[src/rtl/buzzer_alert_sequencer_pkg.sv]
// buzzer_alert_sequencer_pkg: shared buzzer definitions.
// Holds the FSM state encodings, the requester count and the active-low
// buzzer drive levels reused by other buzzer blocks, plus a ms-to-cycles helper.
package buzzer_alert_sequencer_pkg;
    localparam int   N_REQ    = 4;
    localparam int   IDX_W    = $clog2(N_REQ);
    localparam int   BEEPS_W  = $clog2(N_REQ + 1);
    localparam logic BUZZ_ON  = 1'b0;
    localparam logic BUZZ_OFF = 1'b1;

    typedef enum logic [1:0] {
        ST_IDLE = 2'd0,
        ST_BEEP = 2'd1,
        ST_GAP  = 2'd2
    } state_t;

    function automatic longint ms_to_cyc(input longint clk_freq, input longint ms);
        return ms * (clk_freq / 1000);
    endfunction
endpackage

[src/rtl/buzzer_req_latch.sv]
// buzzer_req_latch: rising-edge capture of alert requests with lowest-index select.
// Ports: clk, reset (async, active-low), req (raw requests), clr/clr_idx (drop the
// pending bit of the requester just granted), any_pending, sel_idx (lowest pending).
module buzzer_req_latch
    import buzzer_alert_sequencer_pkg::*;
(
    input  logic             clk,
    input  logic             reset,
    input  logic [N_REQ-1:0] req,
    input  logic             clr,
    input  logic [IDX_W-1:0] clr_idx,
    output logic             any_pending,
    output logic [IDX_W-1:0] sel_idx
);
    logic [N_REQ-1:0] req_prev;
    logic [N_REQ-1:0] pending;
    logic [N_REQ-1:0] clr_mask;

    assign clr_mask = clr ? ({{(N_REQ-1){1'b0}}, 1'b1} << clr_idx) : '0;

    // A fresh edge is ORed in after the clear, so an edge on the requester being
    // granted in this very cycle is kept and served again later.
    always_ff @(posedge clk or negedge reset) begin
        if (!reset) begin
            req_prev <= '0;
            pending  <= '0;
        end else begin
            req_prev <= req;
            pending  <= (pending & ~clr_mask) | (req & ~req_prev);
        end
    end

    // Descending scan so the lowest set index is the one that sticks.
    always_comb begin
        sel_idx = '0;
        for (int i = N_REQ - 1; i >= 0; i--)
            if (pending[i]) sel_idx = IDX_W'(i);
    end

    assign any_pending = |pending;
endmodule

[src/rtl/buzzer_alert_sequencer.sv]
// buzzer_alert_sequencer: arbitrates alert requesters onto one active-low buzzer;
// requester i plays i+1 beeps, fixed priority, no preemption.
// Ports: clk, reset (async, active-low), req (rising edge = alert event),
// mute (silences buzzer, timing unchanged), buzzer_out (0 = sounding),
// busy (sequence in progress), grant (requester served), done (last gap cycle).
module buzzer_alert_sequencer
    import buzzer_alert_sequencer_pkg::*;
#(
    parameter int CLK_FREQ = 50_000_000,
    parameter int BEEP_MS  = 200,
    parameter int GAP_MS   = 150
) (
    input  logic             clk,
    input  logic             reset,
    input  logic [N_REQ-1:0] req,
    input  logic             mute,
    output logic             buzzer_out,
    output logic             busy,
    output logic [IDX_W-1:0] grant,
    output logic             done
);
    localparam longint BEEP_CYC = ms_to_cyc(CLK_FREQ, BEEP_MS);
    localparam longint GAP_CYC  = ms_to_cyc(CLK_FREQ, GAP_MS);
    localparam longint CYC_LIM  = 64'h1_0000_0000;
    localparam logic [31:0] BEEP_LAST = 32'(BEEP_CYC - 1);
    localparam logic [31:0] GAP_LAST  = 32'(GAP_CYC - 1);

    if (CLK_FREQ < 1000 || CLK_FREQ % 1000 != 0 || BEEP_MS < 1 || GAP_MS < 1 ||
        BEEP_CYC >= CYC_LIM || GAP_CYC >= CYC_LIM) begin : g_bad_params
        $error("buzzer_alert_sequencer: illegal CLK_FREQ/BEEP_MS/GAP_MS");
    end

    state_t             state, state_n;
    logic [31:0]        cnt, cnt_n;
    logic [BEEPS_W-1:0] beeps_left, beeps_n;
    logic [IDX_W-1:0]   grant_n;
    logic               clr;
    logic               any_pending;
    logic [IDX_W-1:0]   sel_idx;

    buzzer_req_latch u_req_latch (
        .clk         (clk),
        .reset       (reset),
        .req         (req),
        .clr         (clr),
        .clr_idx     (sel_idx),
        .any_pending (any_pending),
        .sel_idx     (sel_idx)
    );

    always_ff @(posedge clk or negedge reset) begin
        if (!reset) begin
            state      <= ST_IDLE;
            cnt        <= '0;
            beeps_left <= '0;
            grant      <= '0;
            buzzer_out <= BUZZ_OFF;
        end else begin
            state      <= state_n;
            cnt        <= cnt_n;
            beeps_left <= beeps_n;
            grant      <= grant_n;
            buzzer_out <= (state_n == ST_BEEP && !mute) ? BUZZ_ON : BUZZ_OFF;
        end
    end

    always_comb begin
        state_n = state;
        cnt_n   = cnt;
        beeps_n = beeps_left;
        grant_n = grant;
        clr     = 1'b0;
        case (state)
            ST_IDLE: begin
                if (any_pending) begin
                    grant_n = sel_idx;
                    beeps_n = BEEPS_W'(sel_idx) + BEEPS_W'(1);
                    clr     = 1'b1;
                    cnt_n   = '0;
                    state_n = ST_BEEP;
                end
            end
            ST_BEEP: begin
                if (cnt == BEEP_LAST) begin
                    beeps_n = beeps_left - BEEPS_W'(1);
                    cnt_n   = '0;
                    state_n = ST_GAP;
                end else begin
                    cnt_n = cnt + 32'd1;
                end
            end
            ST_GAP: begin
                if (cnt == GAP_LAST) begin
                    cnt_n   = '0;
                    state_n = (beeps_left != '0) ? ST_BEEP : ST_IDLE;
                end else begin
                    cnt_n = cnt + 32'd1;
                end
            end
            default: state_n = ST_IDLE;
        endcase
    end

    assign busy = (state != ST_IDLE);
    assign done = (state == ST_GAP) && (cnt == GAP_LAST) && (beeps_left == '0);
endmodule
[config.mk]
export PLATFORM = sky130hd
export DESIGN_NAME = buzzer_alert_sequencer
export DESIGN_NICKNAME = d
export VERILOG_FILES = /design/src/rtl/buzzer_alert_sequencer_pkg.sv /design/src/rtl/buzzer_req_latch.sv /design/src/rtl/buzzer_alert_sequencer.sv
export SDC_FILE = /design/constraint.sdc
export NUM_CORES = 1
export LEC_CHECK = 0
export ABC_AREA = 1
export BUFFER_PORTS_ARGS = -buffer_cell sky130_fd_sc_hd__buf_2
export CAP_MARGIN = 20
export CORE_UTILIZATION = 50
export DETAILED_ROUTE_END_ITERATION = 8
export PLACE_DENSITY = 0.64
export RECOVER_POWER = 100
export SLEW_MARGIN = 20
export SYNTH_ARGS = -nofsm -noshare
export SYNTH_HDL_FRONTEND = slang
export SYNTH_SLANG_ARGS = --single-unit
[constraint.sdc]
create_clock -name clk -period 3.16 [get_ports clk]
set_input_delay 0.316 -clock clk [delete_from_list [all_inputs] [get_ports clk]]
set_output_delay 0.316 -clock clk [all_outputs]
set_load 0.01 [all_outputs]
### Word-level counts from Yosys, hierarchy flattened

Index checks and enable logic that the tools add are counted.

| cells by class | value |
|---|---|
| $add $sub $neg | 3 |
| equal/unequal tests | 7 |
| shifts and indexed selects | 1 |
| muxes and demuxes | 20 |
| bitwise logic cells | 5 |
| reductions and logical operators | 14 |

Operators by type and width:

| kind | number |
|---|---|
| 32-bit two-way mux | 3 |
| 32-bit one-hot mux with 3 select lines | 1 |
| 32-bit by 1-bit adder with 32-bit output (second input constant) | 1 |
| 32-bit by 23-bit == test with 1-bit output (second input constant) | 1 |
| 32-bit by 24-bit == test with 1-bit output (second input constant) | 1 |
| 2-bit two-way mux | 7 |
| 4-bit bitwise AND | 2 |
| 4-bit NOT | 2 |
| 3-bit two-way mux | 2 |
| 2-bit one-hot mux with 3 select lines | 1 |
| 3-bit one-hot mux with 2 select lines | 1 |
| 3-bit nonzero test | 2 |
| 2-bit by 1-bit == test with 1-bit output (second input constant) | 2 |
| 1-bit two-way mux | 4 |
| 4-bit two-way mux | 1 |
| 2-bit inequality test (second input constant) | 2 |
| 4-bit bitwise OR | 1 |
| 2-bit AND reduction | 2 |
| 2-bit nonzero test | 2 |
| 4-bit OR reduction | 1 |
| 1-bit by 2-bit << shifter with 4-bit output (first input constant) | 1 |
| 2-bit by 1-bit adder with 3-bit output (second input constant) | 1 |
| 1-bit logical AND | 3 |
| 3-bit zero test | 1 |
| other kinds (5) | 5 |

| storage, ports and cells | value |
|---|---|
| flip-flop bits (word level) | 48 |
| input port bits | 7 |
| output and inout bits | 5 |

### Logic depth before layout (Yosys ltp)

Gate-level depths: netlist (run 1).

| depth | value |
|---|---|
| depth in word-level cells | 9 |
| depth in mapped cells | 12 |
| gate-level depth less buffers | 12 |

### Hierarchy

A second synthesis (run 1) with hierarchy kept.

| second synthesis, totals | value |
|---|---|
| cell total of the unflattened synthesis | 477 |
| area total of the unflattened synthesis | 3349.5 um^2 |

By module, submodules not included:

| module | times used | cells an instance | area an instance (um^2) | seq. area each (um^2) |
|---|---|---|---|---|
| buzzer_alert_sequencer | 1 | 439 | 3030.4 | 1002.2 |
| buzzer_req_latch | 1 | 38 | 319.1 | 200.2 |

### Worst setup path after synthesis (run 1)

Ideal clock, no wire load.

| timing | value |
|---|---|
| path kind | flip-flop to flip-flop |
| from | reg state[0] |
| to | reg cnt[4] |
| data arrival time | 1.644 ns |
| slack | 1.396 ns |
| stages on the path, launching flop included | 11 |
| path buffers | 2 |
| period minus slack after synthesis | 1.764 ns |
| cells stage by stage | dfrtp_1 -> inv_1 -> ha_1 -> clkbuf_1 -> nand3_1 -> nand2_1 -> inv_1 -> buf_2 -> nand2_1 -> xor2_1 -> nor2_2 |

| between the ends | value |
|---|---|
| word-level cells in the longest chain between the ends | 3 |
| elaborated cells on any way between the ends | 7 |

Ends and longest elaborated chain:

| what | line | RTL |
|---|---|---|
| from (decl) | buzzer_alert_sequencer.sv:33 | `state_t state, state_n;` |
| from (signal assigned) | buzzer_alert_sequencer.sv:59 | `state <= state_n;` |
| 2-bit == test, or another cell as far along | buzzer_alert_sequencer.sv:73 | `case (state)` |
| 3-bit nonzero test (no source line) or 2-bit inequality test (tied branches) | - |  |
| 2-bit AND reduction (no source line) | - |  |
| to (signal assigned) | buzzer_alert_sequencer.sv:60 | `cnt <= cnt_n;` |
| to (decl) | buzzer_alert_sequencer.sv:34 | `logic [31:0] cnt, cnt_n;` |

Parallel ways exist; a longest one is shown, timed or not.
A chain may end at the register's enable or synchronous reset.

### Worst setup path in the final report (run 1)

| timing | value |
|---|---|
| from | reg state[0] |
| to | reg cnt[16] |

The elaborated chain is that of the path after synthesis.

==> impl_metrics.ini, run 1 <==
[status]
status = finished, final reports clean

[setup_path]
cp.depth = 9
reg2reg_slack_ps = 690
crit_family = buffers and inverters
critPathRequiredTime_ps = 3350
critPathBufInv = 3
cp-start-kind = flip-flop
crit_type = flip-flop to flip-flop
r2r-start = state[0]
crit_fanout = 16
critPathCaptureType = flip-flop
crit_end = cnt[16]
worstSetupStartpoint = state[0]
r2r-end = cnt[16]
crit_arrival_ps = 2660
critical_path.slowest_cell = clkbuf_1
path_cells = inv_1, ha_1, nand3_1, nand2_1, inv_1, clkbuf_1, nand3_1, xor2_1, nor2_1
critPathMaxStageDelay_ps = 600
worstRegToRegCells = 9

[placement]
io_buffers = 11
place_congestion = 0.890
dpl.hpwl_um = 6550

[power_and_ir_drop]
p_per_area_nw_per_um2 = 315
p_total_mw = 1.10
p_leak_nw = 1.67
max-vdd-ir-drop_v = 0.000231

[finish]
drive_gt1_frac = 0.0724
finish.utilization = 0.549
layout.nets = 515
antenna_cells = 0
area_growth_pct = 5.97

[synth]
ys_warn_count = 0
synth-adder-area-share = 0.0456
synthTopCellsByArea = dfrtp_1 (36%), nand2_1 (15%), nor2_1 (8.1%), inv_1 (7.8%), nand3_1 (6.1%)
synth_top_family_by_area = simple AND/OR/NAND/NOR gates
synth_compound_area_frac = 0.0684
synth.area.mux_share = 0
synthDominantCellAreaShare = 0.357
syn-num-nets = 501
synth_xor_xnor_area_share = 0.0399
ys_ff_latch = 48
synthCells = 482
yosysSeqAreaShare = 0.365
yosysMostFrequentCell = nand2_1
synthFlopType = dfrtp_1
synth_area_um2 = 3290
synth_top_area_cell = dfrtp_1
yosys.area_share.simple = 0.385
synth.distinct_cells = 29
synth_edf_count = 0
syn_area_per_cell_um2 = 6.83
synthTopCellsByCount = nand2_1 (133), nor2_1 (71), inv_1 (68)
async_reset_ff_frac = 1.00

[clock_network]
cts_buffers = 5
postCtsSetupRepairBufs = 0
cts-hold-fix-buffers = 0
h-tree-depth = 2
cts_tree = done
insertion_delay_ps = 310
cts_resized = 0
cts.path.max_buffers = 2
clkTransAtPathRegs_ps = 100
cts_root_buf = clkbuf_8
cts_sinks = 48

[detailed_routing]
vias_per_cell = 5.38
route.detailed.drc = 0
wirelength_um = 8530
dr.pass1.iters = 6
routedWlPerCell_um = 14.9
routed-via-count = 3086
ant_nets = 0
drt_iter0_markers = 247

[grt]
grt_pass1_vias = 2946
grt_antenna_before_repair = 0
grt_max_degree = 49
grt-ovfl-total = 0
globalRouteTotalUtil = 0.263
grt_pass1_wl_um = 14400

[timing]
relSlewSlack = 0.515
setup_viol = 0
hold_viol_final = 0
clock-skew-final_ps = 5.82
whs_ps = 6.91
post-route-period-util = 0.782
drv_slew = 0
post-route-min-period_ps = 2470
tns_ps = 0
worst_pin_slew_ps = 727
grt_setup_unrepaired = false
timing.fmax_ghz = 0.405

[job]
cap_violations = 0

[floorplan]
die_w_um = 83.1
boundaryPins = 12
rows = 29
fp.dieH_um = 83.1
coreArea_um2 = 6350
dieArea_um2 = 6910
initial_core_util = 0.518

[hold_path]
hp-class = primary input to asynchronous set/reset pin
-- placed cells by master, fill, tap and decap left out --
cell type and n:
a21oi_1 10, clkbuf_8 5, clkinv_2 1, nand3_1 40, o21ai_0 27, dfrtp_1 47
inv_2 3, ha_1 12, nand3b_1 2, nand2_2 4, a31o_2 1, inv_1 68
nor4_1 1, clkbuf_1 5, nor2_2 8, nor3_1 9, dfstp_2 1, buf_4 2
nand2_1 136, xnor2_1 1, clkinvlp_4 1, nor2_8 1, xor2_1 14, buf_2 6
nand3_2 1, nand4_1 13, a21oi_4 1, bufinv_16 1, o211ai_1 1, nor2_1 74
o31ai_1 1
-- sequential cells by signal, indices dropped and copies added, names as in the netlist --
| signal | count |
|---|---|
| grant | 2 |
| buzzer_out | 1 |
| u_req_latch.pending | 4 |
| u_req_latch.req_prev | 4 |
| state | 2 |
| cnt | 32 |
| beeps_left | 3 |
-- logic make-up after synthesis --
| family | Yosys count |
|---|---|
| xor gates and xnor gates | 15 |
| and+or+nand+nor | 289 |
| AOI/OAI and AO/OA | 41 |
| DFF | 48 |
| buffers and inverters | 77 |
| adders and majority gates | 12 |
-- report_power, final --
group,internal [mW],leakage [nW],switching [mW]
logic,0.00388,0.996,0.0139
registers,0.617,0.617,0.000762
clock network,0.235,0.0541,0.230
-- final cells by class --
class	instances	area, µm²
Clock buffer	5	68.8
Clock inverter	3	42.5
Fill cell	648	2860
Tap cell	77	96.3
Timing Repair Buffer	13	63.8
Multi-Input combinational cell	357	1750
Inverter	71	267
Sequential cell	48	1200
-- worst min-delay path by stage --
stage                            start  depth (start not counted)  slack (ps)                 endpoint
6_report                         reset                          1           7                  cnt[22]
5_1_grt                          reset                          1          60                  cnt[14]
4_1_cts                         req[2]                          1         110  u_req_latch.req_prev[2]
3_5_place_dp   u_req_latch.req_prev[1]                          1         420   u_req_latch.pending[1]
3_3_place_gp   u_req_latch.req_prev[1]                          1         410   u_req_latch.pending[1]
2_1_floorplan                    reset                          0          20            beeps_left[0]
-- layer usage --
metal  up-vias  GRT usage  wire, µm
li1       1538          -         -
met1      1438      0.363      3870
met2        96      0.423      4010
met3        14     0.0408       509
met4         0     0.0831       139
met5         -          0         0
-- metrics by stage --
stage | area (µm²) | setup slack, ps | cells
finish | 3490 | 688 | 574
global route | 3490 | 471 | 574
CTS | 3520 | 845 | 574
detailed placement | 3410 | 1020 | 566
global placement | 3410 | 1040 | 566
floorplan | 3290 | 1400 | 482
No activity file was read; power rests on OpenSTA's default activity.
==> inputs of run 2 (changes only) <==
Settings changed: PLACE_DENSITY 0.64 to 0.66.
Clock period 3.16 ns to 2.2 ns, I/O delays scaled along.
==> impl_metrics.ini, run 2 (synthesis results as in run 1) <==
[timing]
setup_viol = 0
post-route-min-period_ps = 2010
hold_viol_final = 0
whs_ps = 24.5
timing.fmax_ghz = 0.496
drv_slew = 0
finalWorstSetupSlack_ps = 185
relSlewSlack = 0.0402
post-route-period-util = 0.916
clock-skew-final_ps = 11.2
grt_setup_unrepaired = false
tns_ps = 0
worst_pin_slew_ps = 1440

[power_and_ir_drop]
seqPwrFrac = 0.597
pwr-share-clk = 0.383
p_per_area_nw_per_um2 = 418
switching_share = 0.225
max-vdd-ir-drop_v = 0.000265
power.switching_uw = 335
p_leak_nw = 1.68
power_frac_comb = 0.020
p_int_mw = 1.15

[grt]
grt_antenna_before_repair = 0
globalRouteTotalUtil = 0.263
grt_max_degree = 26
grt_pass1_wl_um = 14500
grt_pass1_vias = 2909
grt-ovfl-total = 0

[detailed_routing]
ant_nets = 0
vias_per_cell = 5.30
drt_iter0_markers = 255
route.detailed.drc = 0
routedWlPerCell_um = 14.6
dr.pass1.iters = 5
routed-via-count = 3072
wirelength_um = 8450

[setup_path]
crit_fanout = 8
crit_arrival_ps = 1790
reg2reg_slack_ps = 190
critPathCaptureType = output port
worstRegToRegCells = 8
r2r-end = cnt[25]
critPathRequiredTime_ps = 1980
crit_type = flip-flop to output port
r2r-start = state[1]
cp-start-kind = flip-flop
worstSetupStartpoint = cnt[0]
crit_end = done

[finish]
top_register = cnt
reg.largest.list = cnt: 32 flops, u_req_latch.pending: 4 flops, u_req_latch.req_prev: 4 flops
antenna_cells = 0
layout_commonest_cell = nand2_1
layout.nets = 521
drive_gt1_frac = 0.0795
final_cell_mix = nand2_1 (134), nor2_1 (73), inv_1 (68)
largest_reg_flops = 32
area_growth_pct = 8.13
fillCellCount = 617

[floorplan]
coreArea_um2 = 6350
dieArea_um2 = 6910
boundaryPins = 12
initial_core_util = 0.518
fp.dieH_um = 83.1
die_w_um = 83.1
rows = 29

[clock_network]
clkTransAtPathRegs_ps = 90
cts_tree = done
cts_buffers = 5
cts.path.max_buffers = 2
h-tree-depth = 2
cts_sinks = 48
cts_root_buf = clkbuf_8
insertion_delay_ps = 310

[status]
status = finished, final reports clean

[job]
cap_violations = 0

[placement]
io_buffers = 11
dpl.hpwl_um = 6560
dp_slack_ps = 282
place_congestion = 0.951

[hold_path]
hp-class = primary input to flip-flop
[run 2: worst min path at each step]
stage          startpoint                 endpoint  slack [ps]  cells past startpoint
2_1_floorplan       reset            beeps_left[0]         -80                      0
3_3_place_gp        reset                  cnt[22]         260                      1
3_5_place_dp        reset                  cnt[18]         270                      1
4_1_cts            req[3]  u_req_latch.req_prev[3]          10                      1
5_1_grt            req[3]  u_req_latch.req_prev[3]          10                      1
6_report           req[3]  u_req_latch.req_prev[3]          20                      1
[run 2: what timing repair did]
action,CTS,global route
hold endpoints to repair,24,0
setup buffers,0,1
hold buffers,1,0
gates resized for setup,0,2
setup endpoints to repair,0,1
[run 2: area by class of cell]
class                      count  area [µm²]  share of cell area
multi-input combinational    357        1770               0.498
sequential                    48        1200               0.338
inverter                      71         267              0.0749
timing repair buffer          19         129              0.0362
tap                           77        96.3              0.0271
clock buffer                   7        86.3              0.0243
clock inverter                 1        7.51             0.00211
[run 2: critical path: stages (launching register included)]
cell	delay [ps]
dfrtp_1	390
ha_1	210
nand2_2	110
nor2_8	150
nand2_1	80
nor4_2	140
nand3_1	120
nor2_2	130
buf_2	150
[run 2: metrics by stage]
| step | std cells | power (mW) | instance area (µm²) | util |
|---|---|---|---|---|
| after floorplan | 482 | 0.908 | 3290 | - |
| after global placement | 570 | 0.937 | 3460 | 0.545 |
| after detailed placement | 570 | 0.937 | 3460 | 0.545 |
| after CTS | 579 | 1.51 | 3570 | 0.562 |
| after global routing | 580 | 1.55 | 3560 | 0.561 |
| final | 580 | 1.49 | 3560 | 0.561 |
[run 2: power by group through the flow]
| stage | sequential (mW) | clock, mW | combinational [mW] |
|---|---|---|---|
| after global placement | 0.905 | 0 | 0.0316 |
| final | 0.888 | 0.569 | 0.0303 |
| after floorplan | 0.906 | 0 | 0.00195 |
| after global routing | 0.888 | 0.621 | 0.0369 |
| after detailed placement | 0.905 | 0 | 0.0323 |
| after CTS | 0.888 | 0.586 | 0.0337 |
[run 2: per-layer routing]
metal	global-route usage	wire, µm
met2	0.388	3520
met3	0.0368	554
met4	0.0611	94
met5	0	0
met1	0.407	4280
==> inputs of run 3 (changes only) <==
Settings changed: CELL_PAD_IN_SITES_DETAIL_PLACEMENT set to 1, CELL_PAD_IN_SITES_GLOBAL_PLACEMENT set to 2, CORE_UTILIZATION 50 to 35, PLACE_DENSITY 0.66 to 0.76.
Clock period 2.2 ns to 2 ns, I/O delays scaled along.
==> impl_metrics.ini, run 3 (synthesis results as in run 1) <==
[status]
status = finished with violations
violations = negative setup slack

[timing]
clock-skew-final_ps = 12.6
tns_ps = -133
hold_viol_final = 0
finalWorstSetupSlack_ps = -27.3
post-route-period-util = 1.01
setup_viol = 14
relSlewSlack = 0.134
whs_ps = 87.3
timing.fmax_ghz = 0.493
grt_setup_unrepaired = true
worst_pin_slew_ps = 1300
drv_slew = 0
post-route-min-period_ps = 2030

[clock_network]
cts_root_buf = clkbuf_8
h-tree-depth = 2
insertion_delay_ps = 320
cts_buffers = 5
cts_tree = done
clkTransAtPathRegs_ps = 110
cts.path.max_buffers = 2
cts_sinks = 48

[floorplan]
dieArea_um2 = 9800
die_w_um = 99.0
coreArea_um2 = 9200
initial_core_util = 0.358
fp.dieH_um = 99.0
boundaryPins = 12
rows = 35

[finish]
layout.nets = 555
register_area_um2 = 1210
multiInputGateArea_um2 = 1940
drive_gt1_frac = 0.203
layout_commonest_cell = nand2_1
final_cells = 648
reg.largest.list = cnt: 32 flops, u_req_latch.pending: 4 flops, u_req_latch.req_prev: 4 flops
area_growth_pct = 23.9
finish.instance_area_um2 = 4080
largest_reg_flops = 32
finish.utilization = 0.444
antenna_cells = 0
top_register = cnt
fillCellCount = 1172
final_cell_mix = nand2_1 (127), inv_1 (67), nor2_1 (56)

[detailed_routing]
routed-via-count = 3290
dr_wl_met3_um = 179
drt_iter0_markers = 105
wl_met1_um = 5100
highest-signal-layer = met4
wirelength_um = 11200
ant_nets = 0
dr.pass1.iters = 4
route.detailed.drc = 0
routedWlPerCell_um = 17.3
wl_met2_um = 5670
vias_per_cell = 5.08

[setup_path]
crit_type = flip-flop to output port
crit_arrival_ps = 1830
r2r-start = cnt[1]
critPathRequiredTime_ps = 1800
crit_fanout = 4
cp-start-kind = flip-flop
reg2reg_slack_ps = -30
worstRegToRegCells = 12
critPathCaptureType = output port
worstSetupStartpoint = cnt[1]

[hold_path]
hp-class = primary input to flip-flop
whs_path_depth = 3
worstHoldStart = mute

[placement]
dpl.hpwl_um = 8540
dp_slack_ps = 17.8
dp_cells = 619
placed_cell_area_um2 = 3610
place_congestion = 0.894
io_buffers = 11

[power_and_ir_drop]
p_per_area_nw_per_um2 = 437
p_total_mw = 1.78
max-vdd-ir-drop_v = 0.000321
p_leak_nw = 1.91

[grt]
globalRouteTotalUtil = 0.241
grt_antenna_before_repair = 0
grt_pass1_wl_um = 18000
grt_pass1_vias = 3395
grt-ovfl-total = 0
grt_max_degree = 49

[job]
cap_violations = 0
## run 3: worst max-delay path: stages (launching register included)
cell and delay, ps:
dfrtp_1 390, ha_2 220, nand2_4 80, nor2_8 170, nand2_2 80, nor4_4 230, nand3_1 110, nor2_1 110
buf_2 130
## run 3: layout make-up
class | instances | share of cell area
well taps | 111 | 0.0340
repair buffers | 53 | 0.100
clock buffers | 5 | 0.0169
flip-flops and latches | 48 | 0.296
clock inverters | 3 | 0.0113
inverters | 71 | 0.0653
multi-input cells | 357 | 0.477
## run 3: final timing paths
| path | endpoint |
|---|---|
| worst min register to register | u_req_latch.pending[3] |
| worst max-delay path | done |
| worst min-delay path | buzzer_out |
| min in group asynchronous | cnt[19] |
| max in group asynchronous | cnt[7] |
| worst max register to register | cnt[3] |
## run 3: per-layer routing
metal / GRT usage / up-vias
met5: 0 / -
met1: 0.306 / 1617
met3: 0.0248 / 18
met2: 0.435 / 41
li1: - / 1614
met4: 0.0631 / 0
## run 3: where the power goes
| part | total, mW | internal (mW) | switching (mW) |
|---|---|---|---|
| clock | 0.770 | 0.378 | 0.392 |
| combinational | 0.0366 | 0.0109 | 0.0257 |
| sequential | 0.977 | 0.976 | 0.00113 |
## run 3: timing repair
| action | in CTS | in global routing |
|---|---|---|
| resized for setup | 5 | 45 |
| buffers inserted | 1 | 15 |
| endpoints found under the hold margin | 4 | 0 |
| cloned | 0 | 1 |
| setup endpoints to repair | 8 | 32 |
| pin swaps | 0 | 12 |
| hold buffers | 4 | 0 |
